**src/rtl/uart_pkg.sv**
```systemverilog
// Shared UART receive definitions: receiver FSM states and the legal
// range of the bit-period parameter.
package uart_pkg;

    localparam int unsigned CLKS_PER_BIT_MIN = 4;
    localparam int unsigned CLKS_PER_BIT_MAX = 65535;

    typedef enum logic [2:0] {
        ST_IDLE  = 3'd0,
        ST_START = 3'd1,
        ST_DATA  = 3'd2,
        ST_STOP  = 3'd3,
        ST_BREAK = 3'd4
    } rx_state_e;

endpackage

```
**src/rtl/uart_rx_deserializer_sync.sv**
```systemverilog
// Two-flop synchronizer for the asynchronous serial line. Both stages are
// preset to the line's idle level so reset never fakes a start edge.
module rx_sync #(
    parameter logic RESET_LEVEL = 1'b1
) (
    input  logic clk_i,
    input  logic rst_i,
    input  logic d_i,
    output logic q_o
);

    logic meta_q;
    logic sync_q;

    // Capture the raw line, then re-register to settle metastability.
    always_ff @(posedge clk_i) begin
        if (rst_i) begin
            meta_q <= RESET_LEVEL;
            sync_q <= RESET_LEVEL;
        end else begin
            meta_q <= d_i;
            sync_q <= meta_q;
        end
    end

    assign q_o = sync_q;

endmodule

```
**src/rtl/uart_rx_deserializer.sv**
```systemverilog
// 8N1 UART receiver. Detects a falling edge on the synchronized line,
// samples every bit at its centre, and emits either a one-cycle data
// strobe or a one-cycle framing-error strobe per frame.
module uart_rx_deserializer
    import uart_pkg::*;
#(
    parameter int unsigned CLKS_PER_BIT = 16,
    parameter logic        IDLE_LEVEL   = 1'b1
) (
    input  logic       aclk,
    input  logic       reset,
    input  logic       rx,
    output logic [7:0] uart_data,
    output logic       uart_data_valid,
    output logic       frame_err,
    output logic       busy
);

    localparam int unsigned TMR_W = $clog2(CLKS_PER_BIT);
    // Start bit is sampled half a bit after the edge, every later bit one
    // full period after the previous sample.
    localparam logic [TMR_W-1:0] HALF_M1 = TMR_W'(CLKS_PER_BIT / 2 - 1);
    localparam logic [TMR_W-1:0] FULL_M1 = TMR_W'(CLKS_PER_BIT - 1);

    if (CLKS_PER_BIT < CLKS_PER_BIT_MIN || CLKS_PER_BIT > CLKS_PER_BIT_MAX) begin : g_bad_clks
        $error("uart_rx_deserializer: CLKS_PER_BIT outside legal range");
    end

    logic             rxs;
    logic             rxs_prev_q;
    rx_state_e        state_q,   state_d;
    logic [TMR_W-1:0] timer_q,   timer_d;
    logic [2:0]       bit_idx_q, bit_idx_d;
    logic [7:0]       shift_q,   shift_d;
    logic [7:0]       data_q,    data_d;
    logic             valid_q,   valid_d;
    logic             ferr_q,    ferr_d;

    rx_sync #(
        .RESET_LEVEL(IDLE_LEVEL)
    ) u_sync (
        .clk_i(aclk),
        .rst_i(reset),
        .d_i  (rx),
        .q_o  (rxs)
    );

    // Next-state logic: edge detect, centre sampling, stop-bit verdict.
    always_comb begin
        state_d   = state_q;
        timer_d   = timer_q + 1'b1;
        bit_idx_d = bit_idx_q;
        shift_d   = shift_q;
        data_d    = data_q;
        valid_d   = 1'b0;
        ferr_d    = 1'b0;
        case (state_q)
            ST_IDLE: begin
                timer_d   = '0;
                bit_idx_d = '0;
                if (!rxs && rxs_prev_q) begin
                    state_d = ST_START;
                end
            end
            ST_START: begin
                if (timer_q == HALF_M1) begin
                    timer_d = '0;
                    // A line already back high mid-start-bit was a glitch.
                    state_d = rxs ? ST_IDLE : ST_DATA;
                end
            end
            ST_DATA: begin
                if (timer_q == FULL_M1) begin
                    timer_d = '0;
                    shift_d = {rxs, shift_q[7:1]};
                    if (bit_idx_q == 3'd7) begin
                        state_d = ST_STOP;
                    end else begin
                        bit_idx_d = bit_idx_q + 1'b1;
                    end
                end
            end
            ST_STOP: begin
                if (timer_q == FULL_M1) begin
                    timer_d = '0;
                    if (rxs) begin
                        data_d  = shift_q;
                        valid_d = 1'b1;
                        state_d = ST_IDLE;
                    end else begin
                        ferr_d  = 1'b1;
                        state_d = ST_BREAK;
                    end
                end
            end
            ST_BREAK: begin
                // Wait out a held-low line so it reports only one error.
                timer_d = '0;
                if (rxs) begin
                    state_d = ST_IDLE;
                end
            end
            default: begin
                state_d = ST_IDLE;
            end
        endcase
    end

    // Control and output registers; reset abandons any partial frame.
    always_ff @(posedge aclk) begin
        if (reset) begin
            state_q    <= ST_IDLE;
            timer_q    <= '0;
            bit_idx_q  <= '0;
            data_q     <= 8'h00;
            valid_q    <= 1'b0;
            ferr_q     <= 1'b0;
            rxs_prev_q <= IDLE_LEVEL;
        end else begin
            state_q    <= state_d;
            timer_q    <= timer_d;
            bit_idx_q  <= bit_idx_d;
            data_q     <= data_d;
            valid_q    <= valid_d;
            ferr_q     <= ferr_d;
            rxs_prev_q <= rxs;
        end
    end

    // Shift register is fully rewritten each frame before use, so no reset.
    always_ff @(posedge aclk) begin
        shift_q <= shift_d;
    end

    assign uart_data       = data_q;
    assign uart_data_valid = valid_q;
    assign frame_err       = ferr_q;
    assign busy            = (state_q != ST_IDLE);

endmodule

```
**config.mk**
```make
export PLATFORM = sky130hd
export DESIGN_NAME = uart_rx_deserializer
export DESIGN_NICKNAME = d
export VERILOG_FILES = /design/src/rtl/uart_pkg.sv /design/src/rtl/uart_rx_deserializer_sync.sv /design/src/rtl/uart_rx_deserializer.sv
export SDC_FILE = /design/constraint.sdc
export NUM_CORES = 1
export LEC_CHECK = 0
export ABC_AREA = 1
export CORE_MARGIN = 3
export CORE_UTILIZATION = 60
export DETAILED_ROUTE_END_ITERATION = 10
export DONT_BUFFER_PORTS = 1
export GPL_TIMING_DRIVEN = 0
export PLACE_DENSITY_LB_ADDON = 0.1
export SYNTH_ARGS = -nofsm -noshare
export SYNTH_HDL_FRONTEND = slang
export SYNTH_SLANG_ARGS = --single-unit
```
**constraint.sdc**
```tcl
create_clock -name aclk -period 3.1 [get_ports aclk]
set_input_delay 0.465 -clock aclk [delete_from_list [all_inputs] [get_ports aclk]]
set_output_delay 0.465 -clock aclk [all_outputs]
set_load 0.03 [all_outputs]
```
# == After elaboration in Yosys (flattened, before gate mapping) ==
# Index checks and enable logic that the tools add are counted.
# Widths: inputs -> output; s select.
# classes
n_addsub,2
eq_ne,14
mux,17
bitwise,2
reduce_logical,12
# op_table
op,count
$mux 3,9
$pmux 3 s5,1
$ne 2x2->1 const B,6
$pmux 4 s3,1
$mux 4,2
$eq 3x2->1 const B,2
$eq 3x3->1 const B,2
$pmux 3 s2,1
$reduce_and 3->1,2
$reduce_and 6->1,1
$add 4x1->4 const B,1
$eq 4x3->1 const B,1
$eq 4x4->1 const B,1
$reduce_or 2->1,2
$add 3x1->3 const B,1
$eq 3x1->1 const B,1
$logic_not 3->1,1
$reduce_bool 3->1,1
$reduce_or 3->1,1
$mux 1,2
$mux 2,1
$ne 2x1->1 const B,1
$not 1->1,2
$reduce_and 2->1,1
other kinds (3),3
# totals
ff_bits,31
input_bits,3
output_inout_bits,11
word_cells,57

# == Logic depth before layout (Yosys ltp) ==
# Gate-level depths: netlist of run 1.
# depth
depth_word,4
mapped_depth,9
depth_no_buf,9

# == Hierarchy ==
# Synthesis of run 1 repeated with hierarchy kept, for this count alone.
# unflattened
hier_cells,141
area_unflattened_um2,1249.9
# modules_own_cells
module,n_inst,cells_each,area_each_um2,seq_area_each_um2
uart_rx_deserializer,1,134,1191.1,660.6
rx_sync,1,7,58.8,40.0

# == Worst setup path after synthesis of run 1 ==
# Ideal clock, no wire load.
# synth_path
path_type,register to register
startpoint,reg state_q[2]
endpoint,reg shift_q[0] (enable)
setup_time_ns,0.370
arrival_ns,1.082
t_required_ns,2.730
setup_slack_ns,1.647
stages_incl_launch_ff,4
n_path_buf,0
synth_period_minus_slack_ns,1.453
path_cell_list,dfxtp_1 > nor3_2 > inv_1 > nor2_1
# synth_via
elab_chain_cells,2
# synth_rtl
element,line_no,text
from (decl),uart_rx_deserializer.sv:31,"rx_state_e state_q, state_d;"
from (signal assigned),uart_rx_deserializer.sv:120,state_q <= state_d;
$eq 3x2->1,uart_rx_deserializer.sv:57,case (state_q)
$reduce_and 2->1 (no line),-,
to (signal assigned),uart_rx_deserializer.sv:132,shift_q <= shift_d;
to (decl),uart_rx_deserializer.sv:34,"logic [7:0] shift_q, shift_d;"
# Every way passes these cells.
# A chain may end at the register's enable or synchronous reset.

# == Worst setup path in the final report of run 1 ==
# Same ends and word-level chain as after synthesis.

==> impl_metrics.tcl, run 1 <==
set metrics [dict create \
    deepest_clock_path_buffer_count 2 \
    area.growth.synth_to_final_pct 6.816 \
    place.detailed.instances 164 \
    cts.clk_slew.worst_paths_ps 100 \
    totalPowerFinal_mw 0.8652 \
    r2r_setup_slack_ps 1420 \
    grt_overflow_total 0 \
    worst_hold_path.num_cells 1 \
    numPortBuffers 0 \
    post_cts_hold_buffer_count 0 \
    drt_iter0_markers 31 \
    timing.slew.headroom_pct 57.91 \
    htreeDepth 2 \
    syn_area_per_cell_um2 8.848 \
    drt-wirelength-per-cell_um 11.97 \
    i_o_pin_cnt 14 \
    route.detailed.vias_per_inst 5.186 \
    ir_worst_vdd_uv 419.6 \
    global_route_usage_sum_pct 19.12 \
    placement.cell_area_mm2 0.001261 \
    post-synth-top-area-fraction_pct 37.44 \
    die_area_mm2 0.002629 \
    max_clock_freq_mhz 594.1 \
    numClockSinks 31 \
    critPathRequiredTime_ps 3060 \
    filler_cell_count 154 \
    reg2regPathDepth 3 \
    grt_start_max_net_pins 11 \
    worstReg2RegStart "state_q[2]" \
    final_design_area_no_fill_mm2 0.001314 \
    worst_hold_startpoint "reset" \
    cts_root_buf "sky130_fd_sc_hd__clkbuf_4" \
    postCtsSetupBuffers 0 \
    timing.final.max_slew_violations 0 \
    floorplan.core_area_mm2 0.001821 \
    final.min_clock_period_ps 1683 \
    finalSetupViolations 0 \
    power.leakage_nw 0.5699 \
    synth-seq-area-share_pct 56.97 \
    grt_antenna_before_repair 0 \
    via_count_of_the_first_global_routing_pass 872 \
    synth_largest_area_cell "sky130_fd_sc_hd__dfxtp_1" \
    post-route-worst-setup-slack_ps 1417 \
    rsz_0062_raised_after_global_routing "false" \
    drive_above_1_share_pct 17.69 \
    die_width_um 51.28 \
    report.final.hold_viol_count 0 \
    fin_crit_sh_pct 54.30 \
    tritoncts "built" \
    vias 892 \
    dp_worst_setup_slack_ps 1401 \
    ctsResizeCount 0 \
    power_density_mw_per_mm2 658.6 \
    start_kind "register" \
    netlist_instances 139 \
    mappedNetlistArea_mm2 0.001230 \
    grt_first_pass_wirelength_um 3608 \
    ant_nets 0 \
    seq_area_um2 700.7 \
    remaining_drc_errors 0 \
    yosys-top-cells-area "sky130_fd_sc_hd__dfxtp_1 37%, sky130_fd_sc_hd__edfxtp_1 20%, sky130_fd_sc_hd__nor2_1 10%" \
    timing.clock.skew_ps 10.36 \
    yosys_register_bits 31 \
    critPathKind "reg -> reg" \
    antenna_cells 0 \
    worst_pin_slew_ps 629.0 \
    crit-reg2reg-capture "shift_q[0]" \
    syn_nets 145 \
    path_cells "nor3_2 -> inv_1 -> nor2_1" \
    setup.worst_path.end_class "register" \
    placement_rows 15 \
    critical_path.max_stage_delay_ps 500 \
    status "finished clean" \
    initial_utilization_pct 67.56 \
    drt_pass1_iterations 4 \
    crit_path_top_delay_cell "sky130_fd_sc_hd__nor2_1" \
    multiInputGateArea_um2 473.0 \
    max-cap-violations 0 \
    synthDistinctLibCells 21 \
    hold_path_class "in -> reg" \
    cts_made_buffers 5 \
    die_y_um 51.28 \
    setup_tns_ps 0 \
    yosysWarnings 0 \
    data_arrival_critical_path_ps 1650 \
    min_to "bit_idx_q[2]" \
    totalWireLength_um 2058 \
    final_net_count 152 \
    worstPathMaxFanout 8 \
    dp.final_hpwl_um 1489 \
    clkLatencyLatePin_ps 320 \
    final_cell_count_no_fill 172 \
    place_congestion 0.9397 \
]
==> metrics by stage <==
stage	hold slack, ps	util, %
global placement	393.7	69.28
finish	194.1	72.16
CTS	177.0	72.16
detailed placement	396.2	69.28
floorplan	389.5	-
global route	167.4	72.16
==> cells in the mapped netlist, drive strengths merged <==
library cell	count
edfxtp	8
nor2	40
or2	2
nand3	5
inv	12
xor2	1
nand2	24
ha	3
buf	1
dfxtp	23
a21oi	3
nor3	5
o21ai	11
a211oi	1
==> area by class of cell <==
type	instances	share of cell area, %
multi-input cells	95	36.00
clock buffers	5	2.857
plain buffers	1	0.8571
flip-flops and latches	31	53.33
clock inverters	3	1.143
well taps	25	2.381
inverters	12	3.429
==> sequential cells by signal (all words and copies together) (netlist names) <==
register         flops
state_q              3
timer_q              4
uart_data            8
frame_err            1
uart_data_valid      1
rxs_prev_q           1
shift_q              8
bit_idx_q            3
u_sync.q_o           1
u_sync.meta_q        1
==> cell families (layout without fill, tap and decap cells) <==
logic type / Yosys count / in the layout / share of synthesized area (%)
AOI/OAI and AO/OA: 15 / 15 / 6.613
DFF: 31 / 31 / 56.97
adders and majority gates: 3 / 3 / 3.052
buffers and inverters: 13 / 21 / 4.578
and+or+nand+nor: 76 / 76 / 28.08
xor gates and xnor gates: 1 / 1 / 0.7122
==> per-layer routing <==
metal  routed length, µm  vias up  track usage (%)  share of wire, %
met2                 928       19            29.61                45
li1                    -      465                -                 -
met3                 113        4            9.621               5.5
met1                 987      404            21.46                48
met5                   0        -                0                 0
met4                  27        0            10.04               1.3
==> worst max-delay path: cells and delay by family, from the launching register on <==
kind          cells  cell delay [ps]
buf+inv           1              100
simple gates      2              820
flops             1              410
==> worst max path at each step <==
stage | from | to | slack [ps] | depth (start not counted)
final | state_q[2] | shift_q[0] | 1420 | 3
after global routing | state_q[2] | shift_q[2] | 1300 | 3
after CTS | state_q[2] | shift_q[2] | 1400 | 3
after detailed placement | state_q[2] | shift_q[4] | 1400 | 3
after global placement | state_q[2] | shift_q[5] | 1420 | 3
after floorplan | state_q[2] | shift_q[0] | 1650 | 3
==> cell usage in the layout (no fill, tap or decap), drive strengths merged <==
cell / count
nor3: 5
inv: 12
clkinv: 3
a21oi: 3
nand3: 5
o21ai: 11
or2: 2
buf: 1
clkbuf: 5
edfxtp: 8
a211oi: 1
xor2: 1
dfxtp: 23
nand2: 24
ha: 3
nor2: 40
==> power breakdown <==
group	internal, mW	leakage [nW]	switching, mW
logic	0.0600	0.277	0.134
clock network	0.0842	0.0347	0.132
registers	0.433	0.258	0.0228
total	0.577	0.570	0.288
Note: power is estimated with default switching activity, not from simulation.
==> inputs of run 2 (changes only) <==
--- a/config.mk
+++ b/config.mk
@@ -7,7 +7,7 @@
 export LEC_CHECK = 0
 export ABC_AREA = 1
 export CORE_MARGIN = 3
-export CORE_UTILIZATION = 60
+export CORE_UTILIZATION = 54
 export DETAILED_ROUTE_END_ITERATION = 10
 export DONT_BUFFER_PORTS = 1
 export GPL_TIMING_DRIVEN = 0
==> constraint.sdc (replaced) <==
create_clock -name aclk -period 1.5 [get_ports aclk]
set_input_delay 0.225 -clock aclk [delete_from_list [all_inputs] [get_ports aclk]]
set_output_delay 0.225 -clock aclk [all_outputs]
set_load 0.03 [all_outputs]
==> run 2 against run 1 <==
  * Design area grew 7.0%
  * Via count grew 5.0%
  * Sequential cell count is the same
  * Non-clock buffer count grew 4
  * Clock skew grew 1.1 ps
  * Wire length grew 17%
  * Maximum frequency grew 21%
  * Global-route usage grew 1.3 points
  * First-iteration DRC count shrank 61%
  * Total power grew 110%
==> impl_metrics.tcl, run 2 (synthesis gave the netlist of run 1 again) <==
set metrics [dict create \
    tritoncts "built" \
    die_width_um 53.73 \
    htreeDepth 2 \
    ant_nets 0 \
    deepest_clock_path_buffer_count 2 \
    report.final.hold_viol_count 0 \
    critPathLaunch "timer_q[0]" \
    crit-reg2reg-capture "state_q[1]" \
    reg2regPathDepth 8 \
    grt_use_met2_pct 34.07 \
    start_kind "register" \
    hold_path_class "in -> reg" \
    critPathRequiredTime_ps 1740 \
    p_comb_share_pct 23.8 \
    vias 937 \
    setup.worst_path.end_class "register" \
    power.switching_fraction_pct 33.74 \
    route.detailed.vias_per_inst 5.264 \
    totalPowerFinal_mw 1.857 \
    fin_crit_sh_pct 92.65 \
    power.leakage_nw 0.5817 \
    numPortBuffers 0 \
    cts_root_buf "sky130_fd_sc_hd__clkbuf_4" \
    worstReg2RegStart "timer_q[0]" \
    share_clk_of_total_power_pct 24.3 \
    groute.layer.met1.usage_pct 22.75 \
    max-cap-violations 0 \
    die_y_um 53.73 \
    dp_worst_setup_slack_ps -183.3 \
    dp.final_hpwl_um 1560 \
    final_net_count 156 \
    post-route-worst-setup-slack_ps 110.2 \
    ir_worst_vdd_uv 768.9 \
    finalSetupViolations 0 \
    data_arrival_critical_path_ps 1630 \
    area.growth.synth_to_final_pct 14.24 \
    mostFrequentLayoutCells "31 x sky130_fd_sc_hd__nor2_1, 22 x sky130_fd_sc_hd__nand2_1, 20 x sky130_fd_sc_hd__dfxtp_1" \
    worst_pin_slew_ps 349.7 \
    cts_made_buffers 5 \
    timing.slew.headroom_pct 76.65 \
    via_count_of_the_first_global_routing_pass 966 \
    initial_utilization_pct 59.65 \
    numClockSinks 31 \
    worstPathMaxFanout 5 \
    antenna_cells 0 \
    i_o_pin_cnt 14 \
    drt_iter0_markers 12 \
    grt_start_max_net_pins 11 \
    p_int_mw 1.231 \
    critPathKind "reg -> reg" \
    die_area_mm2 0.002886 \
    place_congestion 0.8592 \
    netSwitchingPower_mw 0.6266 \
    timing.final.max_slew_violations 0 \
    grt_antenna_before_repair 0 \
    share_seq_of_total_power_pct 51.9 \
    remaining_drc_errors 0 \
    rsz_0062_raised_after_global_routing "true" \
    floorplan.core_area_mm2 0.002062 \
    critical_path.endpoint "state_q[1]" \
    totalWireLength_um 2404 \
    timing.clock.skew_ps 11.49 \
    top_usage_layer "met2" \
    drt_pass1_iterations 4 \
    global_route_usage_sum_pct 20.45 \
    max_clock_freq_mhz 719.5 \
    clkLatencyLatePin_ps 330 \
    r2r_setup_slack_ps 110 \
    grt_util_met3_pct 5.817 \
    drt-wirelength-per-cell_um 13.51 \
    status "finished clean" \
    cts.clk_slew.worst_paths_ps 90 \
    hold_ws_ps 110.5 \
    power_density_mw_per_mm2 1322 \
    placement_rows 16 \
    grt_first_pass_wirelength_um 4036 \
    drive_above_1_share_pct 21.19 \
    final.min_clock_period_ps 1390 \
    grt_overflow_total 0 \
    most_common_cell_after_layout_fill_and_taps_aside "sky130_fd_sc_hd__nor2_1" \
]
[run 2: power by group through the flow]
| stage | registers, mW | logic (mW) | clock network (mW) |
|---|---|---|---|
| 2_1_floorplan | 0.950 | 0.344 | 0 |
| 3_3_place_gp | 0.958 | 0.391 | 0 |
| 3_5_place_dp | 0.958 | 0.409 | 0 |
| 4_1_cts | 0.939 | 0.418 | 0.459 |
| 5_1_grt | 0.973 | 0.514 | 0.497 |
| 6_report | 0.964 | 0.442 | 0.452 |
[run 2: metrics by stage]
step / instance area, µm² / util, % / instances / setup TNS, ps
final: 1405 / 68.14 / 178 / 0
after global placement: 1264 / 61.29 / 166 / -1398
after global routing: 1405 / 68.14 / 178 / -164.0
after detailed placement: 1264 / 61.29 / 166 / -1590
after CTS: 1363 / 66.08 / 178 / -62.20
after floorplan: 1230 / - / 139 / 0
[run 2: final cells by class]
class	instances	area, µm²
Buffer	1	11.26
Clock buffer	8	48.80
Sequential cell	31	704.4
Multi-Input combinational cell	95	514.2
Timing Repair Buffer	4	47.55
Fill cell	165	656.9
Inverter	12	45.04
Tap cell	27	33.78
[run 2: worst min-delay path by stage]
stage	start	endpoint	slack, ps	depth (start not counted)
6_report	reset	rxs_prev_q	110	2
5_1_grt	reset	rxs_prev_q	140	2
4_1_cts	reset	rxs_prev_q	110	2
3_5_place_dp	reset	bit_idx_q[1]	300	1
3_3_place_gp	reset	bit_idx_q[2]	300	1
2_1_floorplan	reset	bit_idx_q[1]	290	1
[run 2: per-layer routing]
layer  share of wire, %  wire [µm]
met1                 43       1035
met5                  0          0
met3                5.4        129
met2                 48       1144
met4                3.9         94
[run 2: worst max-delay path: stages, from the launching register on]
cell	delay [ps]
sky130_fd_sc_hd__dfxtp_2	370
sky130_fd_sc_hd__ha_4	170
sky130_fd_sc_hd__nand2_1	80
sky130_fd_sc_hd__nor2_1	160
sky130_fd_sc_hd__nor2_1	110
sky130_fd_sc_hd__nor2_2	100
sky130_fd_sc_hd__nand3_2	120
sky130_fd_sc_hd__nor2_1	150
sky130_fd_sc_hd__nor2_2	50
[run 2: repair_timing]
action / CTS / global route
pin swaps: 1 / 2
hold endpoints to repair: 7 / 0
gates resized for setup: 1 / 11
hold buffers: 2 / 0
endpoints found under the setup margin: 16 / 26
setup buffers: 2 / 0
